[config.mk]
export PLATFORM = sky130hd
export DESIGN_NAME = nonce_sweep_ctrl_flat
export DESIGN_NICKNAME = d
export VERILOG_FILES = /design/src/rtl/nonce_sweep_ctrl_if.sv /design/src/rtl/nonce_sweep_ctrl.sv /design/src/flat_wrapper.sv
export SDC_FILE = /design/constraint.sdc
export NUM_CORES = 1
export LEC_CHECK = 0
export CAP_MARGIN = 10
export CORE_AREA = 2 2 124 126
export CTS_CLUSTER_DIAMETER = 60
export DETAILED_ROUTE_END_ITERATION = 7
export DIE_AREA = 0 0 126 128
export GPL_ROUTABILITY_DRIVEN = 0
export SYNTH_ARGS = -nofsm -noshare
export SYNTH_HDL_FRONTEND = slang
export SYNTH_SLANG_ARGS = --single-unit
[constraint.sdc]
create_clock -name clk_a -period 2.7 [get_ports clk_a]
set_input_delay 0.81 -clock clk_a [delete_from_list [all_inputs] [get_ports clk_a]]
set_output_delay 0.81 -clock clk_a [all_outputs]
set_load 0.005 [all_outputs]
[src/rtl/nonce_sweep_ctrl_if.sv]
// Control/datapath bundle for the nonce sweep sequencer.
// master = top-level control plus hash core, slave = the sequencer.
interface nonce_sweep_ctrl_if #(
  parameter int CMP_W = 16
);
  logic             start;
  logic             stop;
  logic [0:31]      nonce_base;
  logic [0:31]      nonce_limit;
  logic [0:CMP_W-1] target;
  logic             hash_valid;
  logic [0:CMP_W-1] hash_prefix;
  logic             hash_start;
  logic [0:31]      nonce_out;
  logic             busy;
  logic             done;
  logic             found_out;
  logic             not_found_out;
  logic             timeout_out;
  logic [0:15]      attempts;

  modport master (
    output start, stop, nonce_base, nonce_limit, target, hash_valid, hash_prefix,
    input  hash_start, nonce_out, busy, done, found_out, not_found_out,
           timeout_out, attempts
  );

  modport slave (
    input  start, stop, nonce_base, nonce_limit, target, hash_valid, hash_prefix,
    output hash_start, nonce_out, busy, done, found_out, not_found_out,
           timeout_out, attempts
  );
endinterface

[src/rtl/nonce_sweep_ctrl.sv]
// Nonce search sequencer: walks base..limit, one hash request per candidate,
// watchdog on each result, stops on hit, exhaustion, timeout or abort.
//
// state   | meaning
// IDLE    | waiting for start after reset
// ISSUE   | hash_start high for this one cycle
// WAIT    | waiting for hash_valid, watchdog running
// CHECK   | compare captured prefix, pick next candidate or finish
// DONE    | result flags, nonce and attempts held until next start
module nonce_sweep_ctrl #(
  parameter int TIMEOUT = 16,
  parameter int CMP_W   = 16
) (
  input  logic                 clk_a,
  input  logic                 reset,
  nonce_sweep_ctrl_if.slave    bus
);

  typedef enum logic [2:0] {
    S_IDLE,
    S_ISSUE,
    S_WAIT,
    S_CHECK,
    S_DONE
  } state_e;

  // Watchdog is a down-counter; expiry on the edge where it sits at zero
  // gives exactly TIMEOUT WAIT cycles.
  localparam logic [7:0] WD_LOAD = 8'(TIMEOUT - 1);

  state_e           state_q, state_d;
  logic [7:0]       wd_q, wd_d;
  logic [0:CMP_W-1] prefix_q, prefix_d;
  logic [0:31]      nonce_q, nonce_d;
  logic [0:15]      attempts_q, attempts_d;
  logic             found_q, found_d;
  logic             not_found_q, not_found_d;
  logic             timeout_q, timeout_d;
  logic             hash_start_q, hash_start_d;
  logic             busy_q, busy_d;
  logic             done_q, done_d;

  always_comb begin
    state_d     = state_q;
    wd_d        = wd_q;
    prefix_d    = prefix_q;
    nonce_d     = nonce_q;
    attempts_d  = attempts_q;
    found_d     = found_q;
    not_found_d = not_found_q;
    timeout_d   = timeout_q;

    case (state_q)
      S_IDLE, S_DONE: begin
        if (bus.start) begin
          state_d     = S_ISSUE;
          nonce_d     = bus.nonce_base;
          attempts_d  = '0;
          wd_d        = WD_LOAD;
          found_d     = 1'b0;
          not_found_d = 1'b0;
          timeout_d   = 1'b0;
        end
      end
      S_ISSUE: begin
        state_d = bus.stop ? S_DONE : S_WAIT;
      end
      S_WAIT: begin
        if (bus.stop) begin
          state_d = S_DONE;
        end else if (bus.hash_valid) begin
          prefix_d = bus.hash_prefix;
          state_d  = S_CHECK;
        end else if (wd_q == 8'd0) begin
          timeout_d = 1'b1;
          state_d   = S_DONE;
        end else begin
          wd_d = wd_q - 8'd1;
        end
      end
      S_CHECK: begin
        if (bus.stop) begin
          state_d = S_DONE;
        end else begin
          if (attempts_q != 16'hffff) attempts_d = attempts_q + 16'd1;
          if (prefix_q < bus.target) begin
            found_d = 1'b1;
            state_d = S_DONE;
          end else if (nonce_q == bus.nonce_limit) begin
            not_found_d = 1'b1;
            state_d     = S_DONE;
          end else begin
            nonce_d = nonce_q + 32'd1;
            wd_d    = WD_LOAD;
            state_d = S_ISSUE;
          end
        end
      end
      default: state_d = S_IDLE;
    endcase

    // Status outputs are registered copies of the next state.
    hash_start_d = (state_d == S_ISSUE);
    busy_d       = (state_d == S_ISSUE) || (state_d == S_WAIT) || (state_d == S_CHECK);
    done_d       = (state_d == S_DONE);
  end

  always_ff @(posedge clk_a) begin
    if (reset) begin
      state_q      <= S_IDLE;
      wd_q         <= '0;
      prefix_q     <= '0;
      nonce_q      <= '0;
      attempts_q   <= '0;
      found_q      <= 1'b0;
      not_found_q  <= 1'b0;
      timeout_q    <= 1'b0;
      hash_start_q <= 1'b0;
      busy_q       <= 1'b0;
      done_q       <= 1'b0;
    end else begin
      state_q      <= state_d;
      wd_q         <= wd_d;
      prefix_q     <= prefix_d;
      nonce_q      <= nonce_d;
      attempts_q   <= attempts_d;
      found_q      <= found_d;
      not_found_q  <= not_found_d;
      timeout_q    <= timeout_d;
      hash_start_q <= hash_start_d;
      busy_q       <= busy_d;
      done_q       <= done_d;
    end
  end

  assign bus.hash_start    = hash_start_q;
  assign bus.nonce_out     = nonce_q;
  assign bus.busy          = busy_q;
  assign bus.done          = done_q;
  assign bus.found_out     = found_q;
  assign bus.not_found_out = not_found_q;
  assign bus.timeout_out   = timeout_q;
  assign bus.attempts      = attempts_q;

endmodule

[src/flat_wrapper.sv]
// flat-port wrapper written by rule: the top's interface ports become plain ports
module nonce_sweep_ctrl_flat 
#(
  parameter int TIMEOUT = 16,
  parameter int CMP_W   = 16
)
  (clk_a, reset, bus_start, bus_stop, bus_nonce_base, bus_nonce_limit, bus_target, bus_hash_valid, bus_hash_prefix, bus_hash_start, bus_nonce_out, bus_busy, bus_done, bus_found_out, bus_not_found_out, bus_timeout_out, bus_attempts);
  nonce_sweep_ctrl_if #(.CMP_W(CMP_W)) bus_i ();
  input  logic clk_a;
  input  logic reset;
  input wire logic [$bits(bus_i.start)-1:0] bus_start;
  input wire logic [$bits(bus_i.stop)-1:0] bus_stop;
  input wire logic [$bits(bus_i.nonce_base)-1:0] bus_nonce_base;
  input wire logic [$bits(bus_i.nonce_limit)-1:0] bus_nonce_limit;
  input wire logic [$bits(bus_i.target)-1:0] bus_target;
  input wire logic [$bits(bus_i.hash_valid)-1:0] bus_hash_valid;
  input wire logic [$bits(bus_i.hash_prefix)-1:0] bus_hash_prefix;
  output wire logic [$bits(bus_i.hash_start)-1:0] bus_hash_start;
  output wire logic [$bits(bus_i.nonce_out)-1:0] bus_nonce_out;
  output wire logic [$bits(bus_i.busy)-1:0] bus_busy;
  output wire logic [$bits(bus_i.done)-1:0] bus_done;
  output wire logic [$bits(bus_i.found_out)-1:0] bus_found_out;
  output wire logic [$bits(bus_i.not_found_out)-1:0] bus_not_found_out;
  output wire logic [$bits(bus_i.timeout_out)-1:0] bus_timeout_out;
  output wire logic [$bits(bus_i.attempts)-1:0] bus_attempts;
  assign bus_i.start = bus_start;
  assign bus_i.stop = bus_stop;
  assign bus_i.nonce_base = bus_nonce_base;
  assign bus_i.nonce_limit = bus_nonce_limit;
  assign bus_i.target = bus_target;
  assign bus_i.hash_valid = bus_hash_valid;
  assign bus_i.hash_prefix = bus_hash_prefix;
  assign bus_hash_start = bus_i.hash_start;
  assign bus_nonce_out = bus_i.nonce_out;
  assign bus_busy = bus_i.busy;
  assign bus_done = bus_i.done;
  assign bus_found_out = bus_i.found_out;
  assign bus_not_found_out = bus_i.not_found_out;
  assign bus_timeout_out = bus_i.timeout_out;
  assign bus_attempts = bus_i.attempts;
  nonce_sweep_ctrl #(.TIMEOUT(TIMEOUT), .CMP_W(CMP_W)) u_core (.clk_a(clk_a), .reset(reset), .bus(bus_i));
endmodule
Word-level counts from Yosys, hierarchy flattened --
Index checks and enable logic that the tools add are counted.
Word-level totals: word-level logic and storage cells 90, bits of input ports 101, register bits 81
Cells by class: eq/ne operators 21, add/subtract/negate cells 3, order comparisons 1, multiplexer cells 38, bitwise gates (word level) 1, reduce and logical (&&, ||, !) cells 15
Operator list (number):
- 32-bit two-way mux | 4
- 32-bit one-hot mux with 2 select lines | 1
- 8-bit two-way mux | 7
- 16-bit two-way mux | 3
- 32-bit by 1-bit adder with 32-bit output, second input constant | 1
- 32-bit == test | 1
- 16-bit one-hot mux with 2 select lines | 1
- 3-bit two-way mux | 8
- 8-bit one-hot mux with 3 select lines | 1
- 16-bit by 1-bit adder with 16-bit output, second input constant | 1
- 16-bit less-than comparator | 1
- 16-bit != test, second input constant | 1
- 5-bit AND reduction | 3
- 2-bit != test, second input constant | 7
- 3-bit by 2-bit == test with 1-bit output, second input constant | 4
- 3-bit one-hot mux with 4 select lines | 1
- 1-bit two-way mux | 9
- 8-bit zero test | 1
- 2-bit by 1-bit != test with 1-bit output, second input constant | 4
- 4-bit AND reduction | 2
- 8-bit AND reduction | 1
- 8-bit by 1-bit subtractor with 8-bit output, second input constant | 1
- 3-bit by 1-bit == test with 1-bit output, second input constant | 2
- 3-bit == test, second input constant | 2
- other kinds (8) | 12

Depth between registers and ports, before layout --
Gate-level depths: netlist of the first run.
word-level depth 8, mapped depth 11, mapped depth without buffers 9

Worst setup path after synthesis of the first run --
No wires, ideal clock.
path type input to register, from in bus_target[2], to reg u_core.nonce_q, in the netlist u_core.bus.nonce_out[2], data required time 2.581 ns, slack -0.130 ns, cell stages on the path 11, setup time 0.119 ns, arrival time 2.711 ns, path buffers 2, cell sequence inv_1 > ha_1 > a211o_1 > a31oi_1 > o31ai_1 > a211o_1 > a21oi_2 > buf_6 > buf_6 > nor3_1 > o2bb2a_2
Between the ends: cells in the longest elaborated chain, start to end 3
RTL lines:
- start: declaration | line flat_wrapper.sv:15 | input wire logic [$bits(bus_i.target)-1:0] bus_target;
- 16-bit less-than comparator | line nonce_sweep_ctrl.sv:86 | if (prefix_q < bus.target) begin
- 2-bit != test (no source line)
- 5-bit AND reduction (no source line)
- end signal: assignment | line nonce_sweep_ctrl.sv:125 | nonce_q <= nonce_d;
- end: declaration | line nonce_sweep_ctrl.sv:34 | logic [0:31] nonce_q, nonce_d;
Every way passes these cells. A chain may end at the register's enable or synchronous reset.

Worst setup path after layout of the first run --
from in bus_nonce_limit[15], to reg u_core.nonce_q, in the netlist u_core.bus.nonce_out[6]
Between the ends: cells in the longest elaborated chain, start to end 3
RTL lines:
- start: declaration | line flat_wrapper.sv:14 | input wire logic [$bits(bus_i.nonce_limit)-1:0] bus_nonce_limit;
- 32-bit == test | line nonce_sweep_ctrl.sv:89 | end else if (nonce_q == bus.nonce_limit) begin
- 2-bit != test (no source line)
- 5-bit AND reduction (no source line)
Every way passes these cells.

==> results of run 1 <==
repair_timing:
item                       4_1_cts  5_1_grt
buffers inserted                 7        0
cloned                           3        0
setup endpoints to repair       46       42
gates resized for setup         82       30
pin swaps                       38       31
cells in the mapped netlist, types with 3 or more instances:
cell | instances | area (µm²)
a211oi_1 | 9 | 67.6
a21oi_1 | 60 | 300
a221oi_2 | 5 | 75.1
a31oi_1 | 11 | 68.8
and2_1 | 5 | 31.3
and3_1 | 5 | 31.3
and4_1 | 3 | 26.3
buf_2 | 9 | 45.0
buf_6 | 4 | 45.0
clkbuf_1 | 23 | 86.3
dfxtp_1 | 81 | 1620
ha_1 | 19 | 238
inv_1 | 34 | 128
mux2i_1 | 7 | 70.1
nand2_1 | 72 | 270
nand2b_1 | 4 | 25.0
nand3_1 | 25 | 125
nand4_1 | 21 | 131
nor2_1 | 47 | 176
nor2b_1 | 3 | 18.8
nor3_1 | 16 | 80.1
nor3b_1 | 3 | 22.5
nor4_1 | 9 | 56.3
nor4b_1 | 3 | 26.3
o211ai_1 | 5 | 37.5
o21a_1 | 3 | 22.5
o21ai_0 | 37 | 185
o311ai_0 | 9 | 78.8
o31ai_1 | 6 | 45.0
or3_1 | 14 | 87.6
or4_1 | 6 | 45.0
xnor2_1 | 29 | 254
xor2_1 | 14 | 123
worst min-delay path by stage:
stage                              from                   to  slack (ps)  cells after the start
floorplan           u_core.prefix_q[15]  u_core.prefix_q[15]         430                      2
global placement    u_core.prefix_q[15]  u_core.prefix_q[15]         440                      2
detailed placement  u_core.prefix_q[15]  u_core.prefix_q[15]         440                      2
CTS                 u_core.prefix_q[15]  u_core.prefix_q[15]         450                      2
global route        u_core.prefix_q[15]  u_core.prefix_q[15]         470                      2
finish              u_core.prefix_q[15]  u_core.prefix_q[15]         450                      2
registers in the layout, indices dropped and copies added (netlist names), 3 cells and up:
register and count:
u_core.prefix_q 16, u_core.wd_q 8, u_core.state_q 3, u_core.bus.nonce_out 32
u_core.bus.attempts 16
through the flow:
stage               std cells  hold WS (ps)  cell area (µm²)  setup TNS, ps  utilization
CTS                      1027           449             7800          -95.9        0.525
floorplan                 651           431             5130              0            -
global placement         1002           443             7140         -27360        0.481
finish                   1026           451             7840              0        0.527
detailed placement       1002           441             7140         -28310        0.481
global route             1026           472             7840          -14.4        0.527
kinds of logic after synthesis:
logic type | synth area share
fa+ha+maj | 0.0465
xor+xnor | 0.0736
flops | 0.317
buf+inv | 0.0665
simple gates | 0.263
compound gates | 0.220
mux | 0.0137
critical path, delay by kind of cell:
| kind | cells | cell delay, ps |
|---|---|---|
| buf+inv | 4 | 880 |
| simple gates | 3 | 570 |
| compound gates | 2 | 320 |
| xor+xnor | 1 | 290 |
power groups by stage:
stage	logic, W	registers [W]	clock network (W)
floorplan	0.000301	0.00134	0
global placement	0.000668	0.00136	0
detailed placement	0.000677	0.00136	0
CTS	0.000707	0.00134	0.00127
global route	0.000771	0.00135	0.00131
finish	0.000714	0.00134	0.00124
routing by layer:
metal | wire, µm | part of all wire | vias to the layer above
met2 | 8280 | 0.46 | 240
met3 | 1360 | 0.076 | 35
li1 | - | - | 2720
met1 | 7760 | 0.43 | 2669
met5 | 0 | 0 | -
met4 | 552 | 0.031 | 0
cell type report:
type / instances / share of cell area
clock buffer: 14 / 0.0375
clock inverter: 1 / 0.000958
inverter: 35 / 0.0171
multi-input combinational: 494 / 0.440
sequential: 81 / 0.207
tap: 188 / 0.0300
timing repair buffer: 213 / 0.267
==> impl_metrics.env, run 1 <==
export IMPL_p_leak_nw=2.98
export IMPL_synthArstFlopShare=0
export IMPL_rsz0062_at_grt="true"
export IMPL_maxCapViolations=0
export IMPL_clk_path_buf_depth=2
export IMPL_layout_common_cells="clkdlybuf4s50_1, dfxtp_1, nand2_1"
export IMPL_fmax_ghz=0.381
export IMPL_port_buffers=154
export IMPL_status="complete, no violations"
export IMPL_overflow=0
export IMPL_synth_fp_nets=771
export IMPL_grt_busiest_layer="met2"
export IMPL_setup_violations=0
export IMPL_cts_tree="done"
export IMPL_wirelength_mm=18.0
export IMPL_initial_core_util=0.344
export IMPL_min_path_type="reg -> reg"
export IMPL_timing_final_crit_share=0.973
export IMPL_synth_edf_count=0
export IMPL_slowest_delay_ps=470
export IMPL_worstReg2RegEnd="u_core.wd_q[7]"
export IMPL_arrival_ps=2880
export IMPL_p_comb_frac=0.216
export IMPL_p_per_area_nw_per_um2=421
export IMPL_fp_row_count=45
export IMPL_grt_max_degree=47
export IMPL_endpoint_kind="flip-flop"
export IMPL_hold_buffers=0
export IMPL_ys_ff_latch=81
export IMPL_wl_per_cell_um=17.5
export IMPL_dp_slack_ps=-790
export IMPL_core_area_um2=14900
export IMPL_use_met3=0.0396
export IMPL_path_class="in -> reg"
export IMPL_multiInputGateArea_um2=3450
export IMPL_clock_skew_ps=7.97
export IMPL_antenna_cells=0
export IMPL_layout_commonest_cell="clkdlybuf4s50_1"
export IMPL_grt_util_all_layers=0.221
export IMPL_die_area_um2=16100
export IMPL_grt_first_pass_wirelength_mm=28.6
export IMPL_r2r_worst_path_cells=12
export IMPL_ant_nets=0
export IMPL_ys_warnings_count=0
export IMPL_synth_seq_area_share=0.317
export IMPL_startpoint="bus_nonce_limit[15]"
export IMPL_r2r_start="u_core.bus.nonce_out[30]"
export IMPL_slew_headroom=0.584
export IMPL_antenna_found_initial=0
export IMPL_drc=0
export IMPL_p_sw_frac=0.275
export IMPL_htreeDepth=3
export IMPL_postSynthAreaPerCell_um2=7.86
export IMPL_r2r_slack_ps=210
export IMPL_root_buffer="clkbuf_16"
export IMPL_die_y_um=128
export IMPL_cts_reportedPaths_clkPinSlew_ps=60
export IMPL_clock_latency_ps=350
export IMPL_finalPower_w=0.00330
export IMPL_crit_path_start_kind="input port"
export IMPL_switching_power_w=0.000908
export IMPL_crit_fanout=7
export IMPL_cp_slowest_cell="clkdlybuf4s50_1"
export IMPL_clockPowerShare=0.377
export IMPL_seqPwrFrac=0.407
export IMPL_seq_area_um2=1620
export IMPL_syn_cell_area_um2=5110
export IMPL_vias=5664
export IMPL_setup_ws_ps=72.7
export IMPL_viasPerCell=5.52
export IMPL_crit_chain="clkdlybuf4s50_1 -> xor2_1 -> nor4_2 -> nand4_1 -> buf_4 -> a21oi_4 -> buf_12 -> buf_6 -> or3_4 -> a221oi_2"
export IMPL_nets=954
export IMPL_fill_cells=1373
export IMPL_dr_first_iter_drc_count=448
export IMPL_dominantRegCellSynth="dfxtp_1"
export IMPL_dp_hpwl_mm=13.0
export IMPL_worstPathRequired_ps=2960
export IMPL_ios=155
export IMPL_dr_pass1_iters=5
export IMPL_area_growth_pct=53.3
export IMPL_numCtsBuffers=9
export IMPL_hold_viol=0
export IMPL_die_w_um=126
export IMPL_grt_pass1_vias=5613
export IMPL_vdd_drop_max_mv=0.316
export IMPL_drive_gt1_frac=0.181
export IMPL_met2_usage=0.366
export IMPL_synthDistinctLibCells=71
export IMPL_internal_power_w=0.00239
export IMPL_drv_slew=0
export IMPL_met1_usage=0.284
export IMPL_period_needed_ps=2630
export IMPL_worstMarginPinSlew_ps=622
export IMPL_cts_sinks=81
export IMPL_syn_inst=651
export IMPL_critical_path_endpoint="u_core.bus.nonce_out[6]"
(Power assumes the default switching activity.)
==> inputs of run 2 (changes only) <==
Settings changed: CORE_AREA 2 2 124 126 to 2 2 134 136, DIE_AREA 0 0 126 128 to 0 0 136 138.
Clock period 2.7 ns to 2.1 ns, I/O delays scaled along.
==> run 2 against run 1 <==
  * The flow now finishes with violations (negative setup slack)
  * Hold slack improved by 10 ps
  * Via count increased by 4.4%
  * Flip-flop and latch count unchanged
  * Largest power group is now the clock network
  * Critical path type unchanged
  * Core utilization decreased by 1.5 points
  * Highest routed layer unchanged
  * Critical endpoint is now u_core.bus.nonce_out[18]
==> impl_metrics.env, run 2 (synthesized netlist as in run 1, its figures left out) <==
export IMPL_met2_usage=0.344
export IMPL_hold_viol=0
export IMPL_switching_power_w=0.00136
export IMPL_grt_busiest_layer="met2"
export IMPL_drc=0
export IMPL_status="complete, but fails checks"
export IMPL_r2r_worst_path_cells=10
export IMPL_htreeDepth=3
export IMPL_die_area_um2=18800
export IMPL_slew_headroom=0.734
export IMPL_p_leak_nw=3.53
export IMPL_setup_violations=46
export IMPL_use_met3=0.0411
export IMPL_critical_path_endpoint="u_core.bus.nonce_out[18]"
export IMPL_rsz0062_at_grt="true"
export IMPL_clockPowerShare=0.389
export IMPL_clk_path_buf_depth=2
export IMPL_hold_buffers=0
export IMPL_critical_path_depth=12
export IMPL_vias=5913
export IMPL_ant_nets=0
export IMPL_grt_pass1_vias=5859
export IMPL_die_w_um=136
export IMPL_grt_max_degree=48
export IMPL_root_buffer="clkbuf_16"
export IMPL_seqPwrFrac=0.361
export IMPL_area_growth_pct=75.6
export IMPL_cp_top_family="compound AO/OA/AOI/OAI gates"
export IMPL_timing_final_crit_share=1.19
export IMPL_setup_ws_ps=-407
export IMPL_wirelength_mm=20.0
export IMPL_initial_core_util=0.292
export IMPL_cp_slowest_cell="a211o_1"
export IMPL_crit_fanout=5
export IMPL_cts_sinks=81
export IMPL_fill_cells=1705
export IMPL_fp_row_count=49
export IMPL_holdWs_ps=461
export IMPL_met1_usage=0.280
export IMPL_p_per_area_nw_per_um2=524
export IMPL_r2r_start="u_core.prefix_q[13]"
export IMPL_overflow=0
export IMPL_cts_tree="done"
export IMPL_grt_util_all_layers=0.210
export IMPL_crit_chain="buf_8 -> inv_8 -> ha_4 -> a211o_1 -> a31oi_4 -> o31ai_4 -> a211o_1 -> a21oi_4 -> buf_6 -> buf_8 -> or3_4 -> a221oi_2"
export IMPL_maxCapViolations=0
export IMPL_startpoint="bus_target[2]"
export IMPL_antenna_cells=0
export IMPL_p_sw_frac=0.290
export IMPL_vdd_drop_max_mv=0.387
export IMPL_dp_hpwl_mm=14.3
export IMPL_clock_skew_ps=7.28
export IMPL_dp_slack_ps=-1290
export IMPL_slowest_delay_ps=390
export IMPL_antenna_found_initial=0
export IMPL_critPathBufInv=4
export IMPL_worstPathRequired_ps=2330
export IMPL_final_core_util=0.512
export IMPL_largest_reg_flops=32
export IMPL_violations="negative setup slack"
export IMPL_path_class="in -> reg"
export IMPL_ios=155
export IMPL_internal_power_w=0.00334
export IMPL_wl_per_cell_um=17.4
export IMPL_clock_latency_ps=350
export IMPL_layout_commonest_cell="buf_4"
export IMPL_layout_common_cells="buf_4, clkdlybuf4s50_1, nand2_1"
export IMPL_crit_path_start_kind="input port"
export IMPL_period_needed_ps=2510
export IMPL_dr_first_iter_drc_count=297
export IMPL_numCtsBuffers=9
export IMPL_p_comb_frac=0.249
export IMPL_dr_pass1_iters=5
export IMPL_nets=1036
export IMPL_drv_slew=0
export IMPL_endpoint_kind="flip-flop"
export IMPL_die_y_um=138
export IMPL_arrival_ps=2740
export IMPL_core_area_um2=17500
export IMPL_finalPower_w=0.00470
export IMPL_r2r_slack_ps=-380
export IMPL_min_path_type="reg -> reg"
export IMPL_port_buffers=154
export IMPL_grt_first_pass_wirelength_mm=31.1
export IMPL_worstMarginPinSlew_ps=394
export IMPL_worstReg2RegEnd="u_core.bus.nonce_out[18]"
export IMPL_cts_reportedPaths_clkPinSlew_ps=70
export IMPL_viasPerCell=5.14
export IMPL_fmax_ghz=0.399
export IMPL_drive_gt1_frac=0.332
==> run 2: metal layers <==
| layer | vias up | part of all wire | wire length [µm] |
|---|---|---|---|
| met4 | 0 | 0.018 | 368 |
| met2 | 261 | 0.46 | 9310 |
| met5 | - | 0 | 0 |
| met3 | 28 | 0.071 | 1420 |
| li1 | 2890 | - | - |
| met1 | 2734 | 0.45 | 8920 |
==> run 2: worst register-to-register path, cell delays in order, from the launching register on <==
cell      delay (ps)
dfxtp_1          370
ha_4             220
a211o_1          320
a31oi_4          190
o31ai_4           80
a211o_1          390
a21oi_4          320
buf_6            180
buf_8            130
or3_4            120
a221oi_2          50
==> run 2: worst min-delay path by stage <==
stage                   startpoint             endpoint  slack (ps)  cells past startpoint
2_1_floorplan  u_core.prefix_q[15]  u_core.prefix_q[15]         430                      2
3_3_place_gp   u_core.prefix_q[15]  u_core.prefix_q[15]         440                      2
3_5_place_dp    u_core.prefix_q[2]   u_core.prefix_q[2]         450                      2
4_1_cts        u_core.prefix_q[11]  u_core.prefix_q[11]         470                      2
5_1_grt        u_core.prefix_q[10]  u_core.prefix_q[10]         490                      2
6_report        u_core.prefix_q[3]   u_core.prefix_q[3]         460                      2
==> run 2: through the flow <==
stage               std cells  TNS, ps  cell area (µm²)
global placement         1113   -55040             7850
finish                   1150   -13780             8980
CTS                      1147   -10360             8670
floorplan                 651   -12580             5210
global route             1150   -17000             8980
detailed placement       1113   -57020             7850
==> run 2: final cells by class <==
type                       count  area [µm²]  share of cell area
multi-input combinational    494        3780               0.421
timing repair buffer         295        2790               0.311
sequential                    81        1650               0.183
tap                          229         287              0.0319
clock buffer                   9         225              0.0251
inverter                      35         141              0.0157
clock inverter                 7         109              0.0121
==> run 2: timing repair <==
action,4_1_cts,5_1_grt
pin swaps,66,55
gates cloned,4,0
buffers inserted,14,4
resized for setup,147,93
setup endpoints to repair,56,62
==> run 2: power by group through the flow <==
stage | sequential (W) | combinational (W) | clock, W
final | 0.00170 | 0.00117 | 0.00183
after global routing | 0.00171 | 0.00126 | 0.00192
after CTS | 0.00169 | 0.00112 | 0.00186
after detailed placement | 0.00172 | 0.00105 | 0
after global placement | 0.00172 | 0.00105 | 0
after floorplan | 0.00173 | 0.000401 | 0
